## src/rtl/marks_row_reader_pkg.sv

```systemverilog
`default_nettype none
// ============================================================================
//  Module      : marks_row_reader_pkg
//  Description : Shared board geometry, FSM state encoding and the row-slice
//                helper for the flattened mark board. The write-side bank uses
//                the same helper, so both sides agree on the bit layout.
//  Revision    : 1.0 - initial release
// ============================================================================
package marks_row_reader_pkg;

    localparam int SECTION_SIZE = 19;   // mark bits per row
    localparam int NUM_ROWS     = 19;   // rows per board
    localparam int IDX_W        = 5;    // row index width
    localparam int CNT_W        = 5;    // per-row mark count width
    localparam int BOARD_W      = NUM_ROWS * SECTION_SIZE;

    typedef enum logic [1:0] {
        IDLE = 2'd0,
        SCAN = 2'd1,
        DONE = 2'd2
    } state_t;

    // Row r occupies board bits r*SECTION_SIZE .. r*SECTION_SIZE+SECTION_SIZE-1.
    // Board bit r*SECTION_SIZE+k lands in slice bit k, so slice bit 0 is the
    // leftmost point of the row. Out-of-range rows read as empty.
    function automatic logic [0:SECTION_SIZE-1] row_slice(
        input logic [BOARD_W-1:0] board,
        input logic [IDX_W-1:0]   row
    );
        logic [0:SECTION_SIZE-1] s;
        s = '0;
        for (int k = 0; k < SECTION_SIZE; k++) begin
            if (int'(row) < NUM_ROWS) begin
                s[k] = board[int'(row) * SECTION_SIZE + k];
            end
        end
        return s;
    endfunction

endpackage
`default_nettype wire

```

## src/rtl/marks_row_reader_row_popcount.sv

```systemverilog
`default_nettype none
// ============================================================================
//  Module      : row_popcount
//  Description : Combinational population count of one board row. Bits are
//                summed in groups of four, then the group sums are added.
//  Ports       : i_bits  [0:SECTION_SIZE-1]  row marks
//                o_count [CNT_W-1:0]         number of set marks
//  Revision    : 1.0 - initial release
// ============================================================================
module row_popcount
    import marks_row_reader_pkg::*;
(
    input  logic [0:SECTION_SIZE-1] i_bits,
    output logic [CNT_W-1:0]        o_count
);

    localparam int NUM_GRP = (SECTION_SIZE + 3) / 4;
    localparam int PAD_W   = NUM_GRP * 4;

    logic [PAD_W-1:0] w_pad;
    logic [2:0]       w_grp [NUM_GRP];

    // Pad with zeros up to a whole number of groups; bit order is irrelevant.
    assign w_pad = PAD_W'(i_bits);

    for (genvar g = 0; g < NUM_GRP; g++) begin : g_grp
        assign w_grp[g] = 3'(w_pad[4*g])   + 3'(w_pad[4*g+1])
                        + 3'(w_pad[4*g+2]) + 3'(w_pad[4*g+3]);
    end

    always_comb begin
        o_count = '0;
        for (int g = 0; g < NUM_GRP; g++) begin
            o_count = o_count + CNT_W'(w_grp[g]);
        end
    end

endmodule
`default_nettype wire

```

## src/rtl/marks_row_reader.sv

```systemverilog
`default_nettype none
// ============================================================================
//  Module      : marks_row_reader
//  Description : Snapshots the 19x19 mark board on start and streams it out
//                one row per beat over valid/ready, with row index, last flag
//                and per-row mark count. A one-cycle done pulse follows the
//                final beat.
//  Ports       : clk, rst          clock, synchronous active-high reset
//                start             board readout request (IDLE only)
//                board_in          flattened board
//                busy              high while a readout is in progress
//                row_valid/ready   beat handshake
//                row_data/idx/last/count  beat payload
//                done              pulse after the last beat
//  Revision    : 1.0 - initial release
// ============================================================================
module marks_row_reader
    import marks_row_reader_pkg::*;
(
    input  logic                    clk,
    input  logic                    rst,
    input  logic                    start,
    input  logic [BOARD_W-1:0]      board_in,
    output logic                    busy,
    output logic                    row_valid,
    input  logic                    row_ready,
    output logic [0:SECTION_SIZE-1] row_data,
    output logic [IDX_W-1:0]        row_idx,
    output logic                    row_last,
    output logic [CNT_W-1:0]        row_count,
    output logic                    done
);

    localparam logic [IDX_W-1:0] c_last_idx = IDX_W'(NUM_ROWS - 1);

    state_t                  r_state;
    state_t                  w_next;
    logic [BOARD_W-1:0]      r_snap;
    logic [IDX_W-1:0]        r_idx;

    logic                    w_in_scan;
    logic                    w_xfer;
    logic                    w_at_last;
    logic [0:SECTION_SIZE-1] w_row;
    logic [CNT_W-1:0]        w_cnt;

    assign w_in_scan = (r_state == SCAN);
    assign w_xfer    = w_in_scan & row_ready;
    assign w_at_last = (r_idx == c_last_idx);

    always_comb begin
        w_next = r_state;
        case (r_state)
            IDLE:    if (start)              w_next = SCAN;
            SCAN:    if (w_xfer & w_at_last) w_next = DONE;
            DONE:                            w_next = IDLE;
            default:                         w_next = IDLE;
        endcase
    end

    always_ff @(posedge clk) begin
        if (rst) begin
            r_state <= IDLE;
            r_snap  <= '0;
            r_idx   <= '0;
        end else begin
            r_state <= w_next;
            if (r_state == IDLE && start) begin
                r_snap <= board_in;
                r_idx  <= '0;
            end else if (w_xfer && !w_at_last) begin
                r_idx <= r_idx + 1'b1;
            end
        end
    end

    // Payload is combinational from the snapshot and index, so it is stable
    // for as long as the index register holds under back-pressure.
    assign w_row = row_slice(r_snap, r_idx);

    row_popcount u_popcount (
        .i_bits  (w_row),
        .o_count (w_cnt)
    );

    // The index keeps its last value after a scan; payload is masked outside
    // SCAN so IDLE and DONE present zeros.
    assign busy      = (r_state != IDLE);
    assign done      = (r_state == DONE);
    assign row_valid = w_in_scan;
    assign row_last  = w_in_scan & w_at_last;
    assign row_data  = w_in_scan ? w_row : '0;
    assign row_idx   = w_in_scan ? r_idx : '0;
    assign row_count = w_in_scan ? w_cnt : '0;

endmodule
`default_nettype wire
```

## config.mk

```make
export PLATFORM = sky130hd
export DESIGN_NAME = marks_row_reader
export DESIGN_NICKNAME = d
export VERILOG_FILES = /design/src/rtl/marks_row_reader_pkg.sv /design/src/rtl/marks_row_reader_row_popcount.sv /design/src/rtl/marks_row_reader.sv
export SDC_FILE = /design/constraint.sdc
export NUM_CORES = 2
export LEC_CHECK = 0
export BUFFER_PORTS_ARGS = -buffer_cell sky130_fd_sc_hd__buf_2
export CAP_MARGIN = 20
export CORE_ASPECT_RATIO = 1.5
export CORE_MARGIN = 5
export CORE_UTILIZATION = 45
export CTS_BUF_LIST = sky130_fd_sc_hd__clkbuf_4 sky130_fd_sc_hd__clkbuf_8 sky130_fd_sc_hd__clkbuf_16
export CTS_CLUSTER_DIAMETER = 200
export DETAILED_ROUTE_END_ITERATION = 7
export PLACE_DENSITY = 0.72
export SLEW_MARGIN = 20
export SYNTH_ARGS = -nofsm -noshare
export SYNTH_HDL_FRONTEND = slang
export SYNTH_SLANG_ARGS = --single-unit
```

## constraint.sdc

```tcl
create_clock -name clk -period 9.25 [get_ports clk]
set_clock_uncertainty 0.1 [all_clocks]
set_input_delay 0.4625 -clock clk [delete_from_list [all_inputs] [get_ports clk]]
set_output_delay 0.4625 -clock clk [all_outputs]
set_load 0.02 [all_outputs]
```

==> impl_metrics.yaml <==
floorplan:
  fp.dieH_um: 374
  die-area_um2: 94500
  die_x_um: 253
  rows: 133
  start_util_pct: 45.3
  core_um2: 87700
  ios: 398
worst_setup_path:
  path_max_fanout: 13
  end_kind: "output port"
  cp.required_ns: 8.69
  startpoint_type: "register"
  reg2reg_slack_ns: 6.13
  reg2reg_depth: 5
  worstSetupPathType: "reg -> out"
  crit-reg2reg-launch: "r_state[0]$_SDFFE_PP0P_"
  worstPathArrival_ns: 8.51
  cp_slowest_cell: "a211oi_1"
  slowest_delay_ns: 0.60
  worstReg2RegEnd: "r_snap[236]$_SDFFE_PP0P_"
  path_buf_inv: 9
  crit_family: "adder cells"
  crit_path_frequent_cell: "inv_1"
synthesis:
  syn_inst: 3576
  syn_avg_cell_area_um2: 11.1
  synth_top_flop_cell: "dfxtp_1"
  synth_warnings: 0
  ys_async_sr_fraction_pct: 0
  yosysSeqAreaShare_pct: 18.5
  yosysUniqueCellTypes: 93
  synth-edff-count: 0
  ys_ff_latch: 368
  syn_area_um2: 39700
  yosys.area.top_type: "mux4_2"
  synth_top_area_share_pct: 28.1
  synth_area_leaders: "mux4_2 28%, dfxtp_1 19%, mux2i_1 14%, a22o_1 8.6%, mux2_2 5.9%"
  syn_nets: 4004
placed_design:
  place.detailed.hpwl_um: 137000
  placed_area_um2: 43400
  place_ws_ns: 0.158
  place.port_buffers: 397
  gp_congestion: 1.14
pwr:
  finalPower_w: 0.00582
  vdd_ir_drop_max_mv: 0.156
  p_leak_nw: 18.4
  power.density_nw_per_um2: 120
grt:
  grt_overflow: 0
  antenna_found_initial: 3
  grt_pass1_vias: 38100
  track_usage_pct: 37.0
  grt_max_degree: 192
  grt_pass1_wl_um: 263000
sta:
  slew_violations: 0
  slew_headroom_pct: 16.9
  fin_crit_ns: 9.08
  fin_crit_sh_pct: 98.1
  setup_tns_ns: 0
  tightest_slew_ns: 1.24
  setup_ws_ns: 0.174
  final_hold_viol_count: 0
  setup_viol: 0
  max_freq_mhz: 110
cts:
  cts_buffers: 36
  cts-root-buf: "clkbuf_16"
  clk_pin_slew_ns: 0.07
  clock_latency_ns: 0.58
  tritoncts: "done"
  cts_sinks: 368
  clk_path_buf_depth: 3
  htreeDepth: 2
layout:
  syn_to_final_growth_pct: 22.4
  final_layout_size_suffix_gt1_share_pct: 36.0
  utilization_pct: 55.5
  fin_nets: 4652
  fin_area_um2: 48600
min_path:
  min_from: "board_in[320]"
  min_path_cells: 2
  hp-class: "in -> reg"
  hold_end: "r_snap[320]$_SDFFE_PP0P_"
drt:
  routed-wl-met2_um: 84100
  viasPerCell: 7.20
  top_layer: "met5"
  post_drt_wl_per_cell_um: 34.3
  wl_met1_um: 64500
  drc: 0
  drt_iter0_markers: 5482
  wl_met3_um: 18900
  vias: 38900
  ant_nets: 0
  firstDrtPassIters: 6
  wirelength_um: 185000
run:
  maxCapViolCount: 0
run_status:
  status: "completed"
## registers in the layout, indices dropped and copies added, names as in the netlist
signal   count
r_idx        5
r_snap     361
r_state      2
## what timing repair did
| action | 4_1_cts | 5_1_grt |
|---|---|---|
| setup endpoints to repair | 4 | 3 |
| gates resized for setup | 20 | 46 |
| endpoints found under the hold margin | 319 | 0 |
| pin swaps | 5 | 10 |
| cloned | 2 | 6 |
| buffers inserted | 14 | 12 |
| hold buffers | 319 | 0 |
## worst max path at each step
stage                                     start            to  slack [ns]  cells after the start
after floorplan           r_idx[2]$_SDFFE_PP0P_  row_count[3]       0.009                     39
after global placement    r_idx[1]$_SDFFE_PP0P_  row_count[3]        0.32                     31
after detailed placement  r_idx[1]$_SDFFE_PP0P_  row_count[3]        0.16                     31
after CTS                 r_idx[1]$_SDFFE_PP0P_  row_count[4]       0.005                     32
after global routing      r_idx[1]$_SDFFE_PP0P_  row_count[3]       -0.05                     34
final                     r_idx[1]$_SDFFE_PP0P_  row_count[3]        0.17                     29
## worst reg2reg max path, delay by kind of cell (launching register included)
family          cells  cell delay [ns]
flops               1             0.35
compound gates      2             0.82
simple gates        1             0.10
buf+inv             2             1.68
## cell families after synthesis
kind of cell	share of synthesized area [%]
compound gates	16.2
flops	18.5
simple gates	6.81
mux	47.5
fa+ha+maj	2.21
xor+xnor	3.08
buf+inv	5.64
## Yosys cell counts (9+ instances only)
library cell	number
fa_1	12
nand2b_1	13
a221oi_1	58
buf_2	112
a221o_1	9
o22ai_1	38
inv_1	56
xnor3_1	11
o21ai_0	40
a2111oi_0	19
a31oi_1	23
and3_1	16
o31ai_1	11
nor3_1	42
a22o_1	389
nor2_1	136
nor4_1	18
buf_1	24
buf_4	37
buf_6	47
nor3b_1	16
a21oi_1	60
xnor2_1	91
a211oi_1	30
a22oi_1	19
mux4_2	495
mux2i_1	536
o211ai_1	18
nand3_1	39
nor2b_1	13
dfxtp_1	368
clkbuf_1	145
and2_1	23
nand2_1	179
nand3b_1	17
ha_1	51
nand4_1	11
mux2_2	208
## layout make-up
type                            instances  area [um^2]
Clock inverter                         20          256
Multi-Input combinational cell       2782        30600
Antenna cell                            3         7.51
Timing Repair Buffer                  974         7640
Fill cell                            7402        39100
Inverter                               62          243
Sequential cell                       368         7370
Clock buffer                           45         1040
Tap cell                             1147         1440
## power breakdown
group	internal (W)	total (W)	switching (W)
registers	0.00170	0.00188	0.000180
logic	0.00109	0.00232	0.00123
clock network	0.000947	0.00162	0.000676
## cell usage in the layout, fill, tap and decap left out, types with 133 or more instances in the layout
| cell | count |
|---|---|
| mux2i_1 | 531 |
| mux2_2 | 208 |
| dlygate4sd3_1 | 319 |
| buf_2 | 397 |
| a22o_1 | 389 |
| nand2_1 | 178 |
| mux4_2 | 495 |
| nor2_1 | 133 |
| dfxtp_1 | 364 |
| buf_4 | 216 |
## metal layers
layer | track usage, % | up-vias
met1 | 44.7 | 19300
met5 | 0 | -
met4 | 26.3 | 2
met3 | 7.87 | 771
met2 | 58.5 | 2882
li1 | - | 15900
## through the flow
| step | cells | hold slack [ns] |
|---|---|---|
| finish | 5401 | 0.00748 |
| global route | 5398 | 0.00211 |
| CTS | 5380 | 0.0000664 |
| detailed placement | 4980 | 0.395 |
| global placement | 4980 | 0.387 |
| floorplan | 3576 | 0.366 |
(Power assumes the default switching activity.)
